**src/rtl/uart_tx_param.sv**
```systemverilog
// ---------------------------------------------------------------------------
// uart_tx_param
//
// Parametrised RS-232 transmitter with a small input FIFO. Bit timing is
// taken from the shared baud generator's single-cycle Enable pulse; every
// bit lasts OVERSAMPLE Enable pulses. The word is sent LSB first, framed by
// one start bit, an optional parity bit and STOP_BITS stop bits.
//
// Parameters:
//   DATA_BITS  payload bits per frame (5..9)
//   PARITY     0 = none, 1 = even, 2 = odd
//   STOP_BITS  1 or 2
//   OVERSAMPLE Enable pulses per bit time (4..16)
//   FIFO_DEPTH queue entries, power of two (2..16)
//
// Ports:
//   clk        system clock, rising edge
//   rst        synchronous active-high reset
//   Enable     baud tick
//   TxD_valid  write request, accepted when TBR is high
//   TxD_data   word to queue
//   send_break break request (only with UART_TX_BREAK_EN defined)
//   TBR        FIFO not full
//   TxD        serial line, idles high
//   busy       frame in flight or FIFO non-empty
//   ovf        one-cycle pulse after a write was dropped on a full FIFO
//   fifo_cnt   FIFO occupancy
//
// Optional feature macro: UART_TX_BREAK_EN adds the send_break input and a
// BREAK state that holds the line low for at least one frame length.
//
// state     | meaning
// ----------+--------------------------------------------------------------
// S_IDLE    | line high, waiting for a queued word (or a break request)
// S_START   | start bit, line low
// S_DATA    | payload bits, LSB first from the shift register
// S_PAR     | parity bit (only reached when PARITY != 0)
// S_STOP    | stop bits, line high; pops the next word back-to-back
// S_BREAK   | line held low while send_break is high, min one frame
// S_BRK_END | line high for STOP_BITS bit times after a break
// ---------------------------------------------------------------------------
module uart_tx_param #(
  parameter int DATA_BITS  = 8,
  parameter int PARITY     = 0,
  parameter int STOP_BITS  = 2,
  parameter int OVERSAMPLE = 16,
  parameter int FIFO_DEPTH = 4
) (
  input  logic                        clk,
  input  logic                        rst,
  input  logic                        Enable,
  input  logic                        TxD_valid,
  input  logic [DATA_BITS-1:0]        TxD_data,
`ifdef UART_TX_BREAK_EN
  input  logic                        send_break,
`endif
  output logic                        TBR,
  output logic                        TxD,
  output logic                        busy,
  output logic                        ovf,
  output logic [$clog2(FIFO_DEPTH):0] fifo_cnt
);

  localparam int PW = $clog2(FIFO_DEPTH);
  localparam int CW = PW + 1;
  localparam int TW = $clog2(OVERSAMPLE);
  localparam int BW = 4;

`ifdef UART_TX_BREAK_EN
  localparam int FRAME_LEN = OVERSAMPLE * (1 + DATA_BITS + ((PARITY != 0) ? 1 : 0) + STOP_BITS);
  localparam int FW        = $clog2(FRAME_LEN + 1);

  typedef enum logic [2:0] {
    S_IDLE, S_START, S_DATA, S_PAR, S_STOP, S_BREAK, S_BRK_END
  } state_t;
`else
  typedef enum logic [2:0] {
    S_IDLE, S_START, S_DATA, S_PAR, S_STOP
  } state_t;
`endif

  // FIFO
  logic [DATA_BITS-1:0] mem_q [FIFO_DEPTH];
  logic [PW-1:0]        wr_ptr_q;
  logic [PW-1:0]        rd_ptr_q;
  logic [CW-1:0]        cnt_q;
  logic [CW-1:0]        cnt_d;
  logic                 ovf_q;
  logic                 push;
  logic                 pop;
  logic                 fifo_empty;
  logic [DATA_BITS-1:0] head;
  logic                 head_par;

  // FSM
  state_t               state_q;
  logic [DATA_BITS-1:0] shift_q;
  logic [TW-1:0]        tick_q;
  logic [BW-1:0]        bit_q;
  logic                 par_q;
  logic                 txd_q;
  logic                 tick_end;
  logic                 stop_done;
  logic                 brk_req;

`ifdef UART_TX_BREAK_EN
  logic [FW-1:0]        brk_cnt_q;
  assign brk_req = send_break;
`else
  assign brk_req = 1'b0;
`endif

  // Full/empty come from the occupancy count, so TBR always reflects the
  // pre-edge state even when a pop happens on the same edge.
  assign fifo_empty = (cnt_q == '0);
  assign TBR        = (cnt_q != CW'(FIFO_DEPTH));
  assign push       = TxD_valid && TBR;
  assign head       = mem_q[rd_ptr_q];
  assign head_par   = (PARITY == 2) ? ~^head : ^head;

  assign tick_end  = (tick_q == TW'(OVERSAMPLE - 1));
  assign stop_done = (state_q == S_STOP) && Enable && tick_end &&
                     (bit_q == BW'(STOP_BITS - 1));
  // A break request in IDLE takes priority over starting a queued frame.
  assign pop       = !fifo_empty && (((state_q == S_IDLE) && !brk_req) || stop_done);

  always_comb begin
    cnt_d = cnt_q;
    if (push && !pop) begin
      cnt_d = cnt_q + CW'(1);
    end else if (pop && !push) begin
      cnt_d = cnt_q - CW'(1);
    end
  end

  always_ff @(posedge clk) begin
    if (rst) begin
      wr_ptr_q <= '0;
      rd_ptr_q <= '0;
      cnt_q    <= '0;
      ovf_q    <= 1'b0;
    end else begin
      if (push) wr_ptr_q <= wr_ptr_q + PW'(1);
      if (pop)  rd_ptr_q <= rd_ptr_q + PW'(1);
      cnt_q <= cnt_d;
      ovf_q <= TxD_valid && !TBR;
    end
  end

  always_ff @(posedge clk) begin
    if (push) mem_q[wr_ptr_q] <= TxD_data;
  end

  always_ff @(posedge clk) begin
    if (rst) begin
      state_q   <= S_IDLE;
      shift_q   <= '0;
      tick_q    <= '0;
      bit_q     <= '0;
      par_q     <= 1'b0;
      txd_q     <= 1'b1;
`ifdef UART_TX_BREAK_EN
      brk_cnt_q <= '0;
`endif
    end else if (pop) begin
      shift_q <= head;
      par_q   <= head_par;
      tick_q  <= '0;
      bit_q   <= '0;
      state_q <= S_START;
      txd_q   <= 1'b0;
    end else begin
      unique case (state_q)
        S_IDLE: begin
          txd_q <= 1'b1;
`ifdef UART_TX_BREAK_EN
          if (send_break) begin
            state_q   <= S_BREAK;
            txd_q     <= 1'b0;
            brk_cnt_q <= '0;
          end
`endif
        end
        S_START: begin
          if (Enable) begin
            if (tick_end) begin
              tick_q  <= '0;
              state_q <= S_DATA;
              txd_q   <= shift_q[0];
            end else begin
              tick_q <= tick_q + TW'(1);
            end
          end
        end
        S_DATA: begin
          if (Enable) begin
            if (tick_end) begin
              tick_q  <= '0;
              shift_q <= shift_q >> 1;
              if (bit_q == BW'(DATA_BITS - 1)) begin
                bit_q <= '0;
                if (PARITY != 0) begin
                  state_q <= S_PAR;
                  txd_q   <= par_q;
                end else begin
                  state_q <= S_STOP;
                  txd_q   <= 1'b1;
                end
              end else begin
                bit_q <= bit_q + BW'(1);
                txd_q <= shift_q[1];
              end
            end else begin
              tick_q <= tick_q + TW'(1);
            end
          end
        end
        S_PAR: begin
          if (Enable) begin
            if (tick_end) begin
              tick_q  <= '0;
              state_q <= S_STOP;
              txd_q   <= 1'b1;
            end else begin
              tick_q <= tick_q + TW'(1);
            end
          end
        end
        S_STOP: begin
          // The back-to-back case is handled by the pop branch above.
          if (Enable) begin
            if (tick_end) begin
              tick_q <= '0;
              if (bit_q == BW'(STOP_BITS - 1)) begin
                bit_q   <= '0;
                state_q <= S_IDLE;
                txd_q   <= 1'b1;
              end else begin
                bit_q <= bit_q + BW'(1);
              end
            end else begin
              tick_q <= tick_q + TW'(1);
            end
          end
        end
`ifdef UART_TX_BREAK_EN
        S_BREAK: begin
          txd_q <= 1'b0;
          // brk_cnt_q saturates at FRAME_LEN; the break ends on the pulse
          // that completes the minimum length if the request is gone.
          if (brk_cnt_q == FW'(FRAME_LEN)) begin
            if (!send_break) begin
              state_q <= S_BRK_END;
              txd_q   <= 1'b1;
              tick_q  <= '0;
              bit_q   <= '0;
            end
          end else if (Enable) begin
            if ((brk_cnt_q == FW'(FRAME_LEN - 1)) && !send_break) begin
              state_q <= S_BRK_END;
              txd_q   <= 1'b1;
              tick_q  <= '0;
              bit_q   <= '0;
            end else begin
              brk_cnt_q <= brk_cnt_q + FW'(1);
            end
          end
        end
        S_BRK_END: begin
          txd_q <= 1'b1;
          if (Enable) begin
            if (tick_end) begin
              tick_q <= '0;
              if (bit_q == BW'(STOP_BITS - 1)) begin
                bit_q   <= '0;
                state_q <= S_IDLE;
              end else begin
                bit_q <= bit_q + BW'(1);
              end
            end else begin
              tick_q <= tick_q + TW'(1);
            end
          end
        end
`endif
        default: begin
          state_q <= S_IDLE;
          txd_q   <= 1'b1;
        end
      endcase
    end
  end

  assign TxD      = txd_q;
  assign ovf      = ovf_q;
  assign fifo_cnt = cnt_q;
  assign busy     = (state_q != S_IDLE) || !fifo_empty;

endmodule

```
**config.mk**
```make
export PLATFORM = sky130hd
export DESIGN_NAME = uart_tx_param
export DESIGN_NICKNAME = d
export VERILOG_FILES = /design/src/rtl/uart_tx_param.sv
export SDC_FILE = /design/constraint.sdc
export NUM_CORES = 1
export LEC_CHECK = 0
export BUFFER_PORTS_ARGS = -buffer_cell sky130_fd_sc_hd__buf_2
export CORE_ASPECT_RATIO = 0.8
export CORE_MARGIN = 8
export CORE_UTILIZATION = 50
export CTS_BUF_LIST = sky130_fd_sc_hd__clkbuf_2 sky130_fd_sc_hd__clkbuf_4 sky130_fd_sc_hd__clkbuf_8
export CTS_CLUSTER_DIAMETER = 200
export DETAILED_ROUTE_END_ITERATION = 7
export PLACE_DENSITY_LB_ADDON = 0.15
export SYNTH_ARGS = -nofsm -noshare
export SYNTH_HDL_FRONTEND = slang
export SYNTH_SLANG_ARGS = --single-unit
```
**constraint.sdc**
```tcl
create_clock -name clk -period 3.6 [get_ports clk]
set_clock_uncertainty 0.05 [all_clocks]
set_input_delay 0.72 -clock clk [delete_from_list [all_inputs] [get_ports clk]]
set_output_delay 0.72 -clock clk [all_outputs]
set_load 0.05 [all_outputs]
```
# ---- Word level (Yosys, flattened, before mapping)
# Memory sizes are Yosys's and may differ from the RTL's. A register that Yosys moved wholly into a read port is not among the register bits.
# Cells that the tools add are included.
dict set report totals {
  regBits 28
  mem_bits_rw 32
  inputBits 12
  out_inout_bits 7
  word_cells 119
  mem_count 1
}
# memory words width rd rd_ports_with_merged_regs write_ports line
set mem_list {}
lappend mem_list {mem_q 4 8 1 1 1 83} ;# logic [DATA_BITS-1:0] mem_q [FIFO_DEPTH];
dict set report op_classes {
  addsub 6
  eq_ne 29
  muxes 42
  bitwise_logic 1
  reduce_logical 30
}
# operator count
set ops {}
lappend ops {{3-bit two-way mux} 12}
lappend ops {{8-bit two-way mux} 4}
lappend ops {{3-bit inequality test, second input constant} 10}
lappend ops {{4-bit two-way mux} 7}
lappend ops {{11-bit AND reduction} 2}
lappend ops {{2-bit inequality test, second input constant} 10}
lappend ops {{3-bit case mux with 5 select lines} 1}
lappend ops {{1-bit two-way mux} 14}
lappend ops {{2-bit nonzero test} 5}
lappend ops {{9-bit AND reduction} 1}
lappend ops {{4-bit by 1-bit adder with 4-bit output, second input constant} 2}
lappend ops {{1-bit logical AND} 8}
lappend ops {{4-bit case mux with 2 select lines} 1}
lappend ops {{3-bit by 2-bit equality test with 1-bit output, second input constant} 2}
lappend ops {{3-bit logical NOT} 2}
lappend ops {{5-bit AND reduction} 1}
lappend ops {{2-bit by 1-bit adder with 2-bit output, second input constant} 2}
lappend ops {{4-bit by 1-bit equality test with 1-bit output, second input constant} 1}
lappend ops {{4-bit by 3-bit equality test with 1-bit output, second input constant} 1}
lappend ops {{4-bit equality test, second input constant} 1}
lappend ops {{1-bit logical NOT} 4}
lappend ops {{2-bit two-way mux} 2}
lappend ops {{1-bit case mux with 4 select lines} 1}
lappend ops {{4-bit OR reduction} 1}
lappend ops {{12 further kinds} 13}

# ---- Depth between registers and ports, before layout
dict set report logic_depth {
  depth_word 9
  ltp_mapped 14
  depth_no_buf 12
}

# ---- Least setup slack after synthesis
# Ideal clock, no wire load.
dict set report synth_path {
  path_type {reg2reg}
  startpoint {register cnt_q[0], in the netlist fifo_cnt[0]}
  endpoint {register cnt_q[2], in the netlist fifo_cnt[2]}
  setup_ns 0.071
  arrival_time_ns 3.024
  required_time_ns 3.479
  path_slack_ns 0.455
  path_stages_with_launch 11
  n_path_buf 2
  period_less_slack_ns 3.145
  path_cell_list {dfxtp_1 > or3b_2 > clkbuf_1 > and2_1 > clkbuf_1 > ha_1 > inv_1 > fa_1 > xor2_1 > or3_1 > a21oi_1}
}
dict set report synth_between {
  elab_cells_between_ends 14
  classes_between {2 x add/sub; 1 x eq/ne; 2 x mux; 9 x reduce/logical}
}
# item line
set synth_lines {}
lappend synth_lines {{start, declared} 86} ;# logic [CW-1:0] cnt_q;
lappend synth_lines {{start signal, assigned} 145} ;# cnt_q <= cnt_d;
lappend synth_lines {{3-bit inequality test (*)} 116} ;# assign TBR = (cnt_q != CW'(FIFO_DEPTH));
lappend synth_lines {{net TBR} 57} ;# output logic TBR,
lappend synth_lines {{1-bit logical AND (*)} 117} ;# assign push = TxD_valid && TBR;
lappend synth_lines {{net push} 89} ;# logic push;
lappend synth_lines {{1-bit logical NOT} 131} ;# end else if (pop && !push) begin
lappend synth_lines {{1-bit logical AND} 131}
lappend synth_lines {{2-bit nonzero test (no line)} n/a}
# The timed path passes the listed nets; every way through them passes the cells marked *. The select of a mux whose other input is x is not followed.
# A chain may end at the register's enable or synchronous reset.

# ---- Worst setup path after layout
dict set report layout_path {
  startpoint {register bit_q[1]}
  endpoint {register cnt_q[2], in the netlist fifo_cnt[2]}
}
dict set report layout_between {
  elab_chain_len 7
  elab_cells_between_ends 9
  classes_between {1 x eq/ne; 1 x mux; 7 x reduce/logical}
}
# item line
set layout_rtl {}
lappend layout_rtl {{start, declared} 99} ;# logic [BW-1:0] bit_q;
lappend layout_rtl {{start signal, assigned} 210} ;# bit_q <= bit_q + BW'(1);
lappend layout_rtl {{start signal, assigned} 239} ;# bit_q <= bit_q + BW'(1);
lappend layout_rtl {{4-bit by 1-bit equality test with 1-bit output (*)} 123} ;# (bit_q == BW'(STOP_BITS - 1));
lappend layout_rtl {{1-bit logical AND (*)} 122} ;# assign stop_done = (state_q == S_STOP) && Enable && tick_end &&
lappend layout_rtl {{1-bit logical OR (*)} 125} ;# assign pop = !fifo_empty && (((state_q == S_IDLE) && !brk_req) || stop_done);
lappend layout_rtl {{1-bit logical AND (*)} 125}
lappend layout_rtl {{1-bit logical NOT} 129} ;# if (push && !pop) begin
lappend layout_rtl {{1-bit logical AND} 129}
lappend layout_rtl {{3-bit two-way mux or 2-bit nonzero test (tied branches)} n/a}
# Every way passes the cells marked *; elsewhere a longest branch is shown, timed or not.

==> impl_metrics.ini <==
[power]
p_seq_share_pct = 46.2
p_int_mw = 1.366
total_leakage_power_nw = 1.039
p_sw_share_pct = 35.76
power_mw = 2.126
clockPowerShare_pct = 24.9
vdd.ir_drop.worst_v = 0.0005693
switchingPower_mw = 0.7602
powerDensity_mw_per_mm2 = 701.0
comb_power_share_pct = 28.9

[final_layout]
layout_commonest_cell = edfxtp_1
diodes = 0
fin_cells = 308
final_cell_mix = edfxtp_1 (32), dfxtp_1 (30), buf_2 (18), nor3_1 (13)
final_layout_size_suffix_gt1_share_pct = 20.16
final_nets = 260
fillers = 452
area_growth_pct = 10.43

[global_route]
grt.busiest_layer = met1
grt_overflow = 0
grt_use_met2_pct = 19.85
track_usage_pct = 14.30
grt_max_degree = 30
grt_pass1_vias = 1802
grt.met1_usage_pct = 19.88
use_met3_pct = 4.941
grt_pass1_wl_um = 8901
antenna_found_initial = 0

[sta]
tns_ns = 0
period_share_pct = 84.99
fin_crit_ns = 3.059
fmax_mhz = 326.9
rsz0062_at_grt = no
worst-slew-pin-transition_ns = 0.8283
hold_viol = 0
setup_violations = 0
slew_headroom_pct = 44.36
final_max_slew_viol_count = 0

[logic_synthesis]
synth_cells = 224
synth_flop_cell = edfxtp_1
synth-warning-count = 0
syn_area_mm2 = 0.002746
syn_avg_cell_area_um2 = 12.26
ys_ff_latch = 62
synthDistinctLibCells = 48
ys_seq_area_share_pct = 56.86
synthArstFlopShare_pct = 0
synth-edff-count = 32
syn-num-nets = 246

[worst_setup_path]
worstSetupPathType = flop to flop
crit_path_start_kind = flop
worstPathArrival_ns = 3.28
cp.required_ns = 3.82
cp_max_fo = 12
r2r_slack_ns = 0.54
end_kind = flop

[run_status]
outcome = completed

[placed_design]
place_congestion = 0.7612
dpl.cell_count = 292
io_buffers = 18
dp_hpwl_um = 3605

[drt]
drt-vias-per-instance = 5.734
routed-via-count = 1766
drt-initial-drc-count = 186
first_pass_iters = 4
drc = 0
wl_per_cell_um = 16.71
totalWireLength_um = 5148
detail-route-antenna-nets = 0

[cts]
ctsResizeCount = 0
cts_setup_buffers = 0
cts_root_buffer = clkbuf_8
clk_pin_slew_ns = 0.07
hold_buffers = 0
cts_tree = yes
cts_buffers = 9
clock_sinks = 62
clk_latency_ns = 0.34
cts_buffer_depth = 2
htreeDepth = 3

[die]
coreArea_mm2 = 0.005375
initial_core_util_pct = 51.09
die_w_um = 98.86
rows = 24
io_pins = 19
die_h_um = 82.29
die-area_mm2 = 0.008135

[min_path]
min_path_type = flop to flop

[job]
maxCapViolations = 0
-- worst paths after layout --
path | startpoint | endpoint | depth (start not counted)
hold reg to reg | rd_ptr_q[1] | flop | 2
setup reg to reg | bit_q[1] | fifo_cnt[2] | 12
hold / removal | rd_ptr_q[1] | flop | 2
setup / recovery | bit_q[1] | fifo_cnt[2] | 12
-- final cells by class --
type / instances / area [um2] / area share [%]
clock buffer: 9 / 123.9 / 4.084
clock inverter: 7 / 51.30 / 1.691
inverter: 10 / 37.54 / 1.238
multi-input combinational: 136 / 1080 / 35.60
sequential: 62 / 1562 / 51.49
tap: 65 / 81.33 / 2.682
timing repair buffer: 19 / 97.59 / 3.218
-- layer usage --
metal	vias up	part of all wire, %
met3	4	4.6
met5	-	0
li1	883	-
met2	42	42
met1	837	53
met4	0	0.80
-- cells by family (layout without fill, tap and decap cells) --
family,count (synthesis),count (layout),share of synthesized area (%)
AND/OR/NAND/NOR,65,65,13.71
adder cells (fa/ha/maj),10,10,4.829
XOR/XNOR,7,7,2.232
flip-flops,62,62,56.86
AO/OA/AOI/OAI,41,41,10.16
multiplexers,13,13,8.383
buffers and inverters,26,45,3.827
-- synthesized netlist by cell type, drive strengths merged (2+ instances only) --
master	instances	area, um2
buf	8	37.54
nand4	2	12.51
nor3	13	65.06
a21oi	8	40.04
inv	10	37.53
or4	2	15.01
o21ai	9	45.04
a311oi	3	26.28
nor4	4	25.02
dfxtp	30	600.6
and3	4	25.02
mux2i	5	50.05
edfxtp	32	960.9
nand3	6	30.03
or3b	3	26.28
o211ai	4	30.03
xor2	3	26.28
nand2	8	30.03
nand3b	2	15.01
clkbuf	8	30.03
ha	9	112.6
o221a	2	22.52
a31oi	5	31.28
xnor2	4	35.03
or3	4	25.02
nand2b	2	12.51
and2	2	12.51
nor3b	3	22.52
mux4	8	180.2
nor2	7	33.78
-- metrics by stage --
| step | setup slack [ns] | hold WS (ns) | area, um2 | util (%) |
|---|---|---|---|---|
| floorplan | 0.4551 | 0.4029 | 2746 | - |
| global placement | 0.6347 | 0.4251 | 2858 | 53.17 |
| detailed placement | 0.5387 | 0.4312 | 2858 | 53.17 |
| CTS | 0.5348 | 0.4383 | 3033 | 56.42 |
| global route | 0.2922 | 0.4710 | 3033 | 56.42 |
| finish | 0.5405 | 0.4323 | 3033 | 56.42 |
-- critical path, stage by stage, from the launching register on --
cell and delay, ns:
dfxtp_1 0.42, inv_1 0.06, ha_1 0.20, or3b_1 0.27, o21a_1 0.43, nor2_4 0.15, inv_2 0.17, ha_1 0.20
inv_1 0.06, fa_1 0.37, xor2_1 0.18, or3_1 0.30, a21oi_1 0.13
-- power groups by stage --
stage | clock, mW | sequential [mW] | combinational, mW
after floorplan | 0 | 0.992 | 0.485
after global placement | 0 | 0.996 | 0.612
after detailed placement | 0 | 1.00 | 0.616
after CTS | 0.545 | 0.985 | 0.620
after global routing | 0.575 | 1.01 | 0.683
final | 0.530 | 0.982 | 0.614
-- state kept, by name (all words and copies together) (netlist names), named ones only --
| name | count |
|---|---|
| TxD | 1 |
| wr_ptr_q | 2 |
| bit_q | 4 |
| state_q | 3 |
| fifo_cnt | 3 |
| ovf | 1 |
| shift_q | 8 |
| rd_ptr_q | 2 |
| tick_q | 4 |
| mem_q | 32 |
Note: power is estimated with default switching activity, not from simulation.
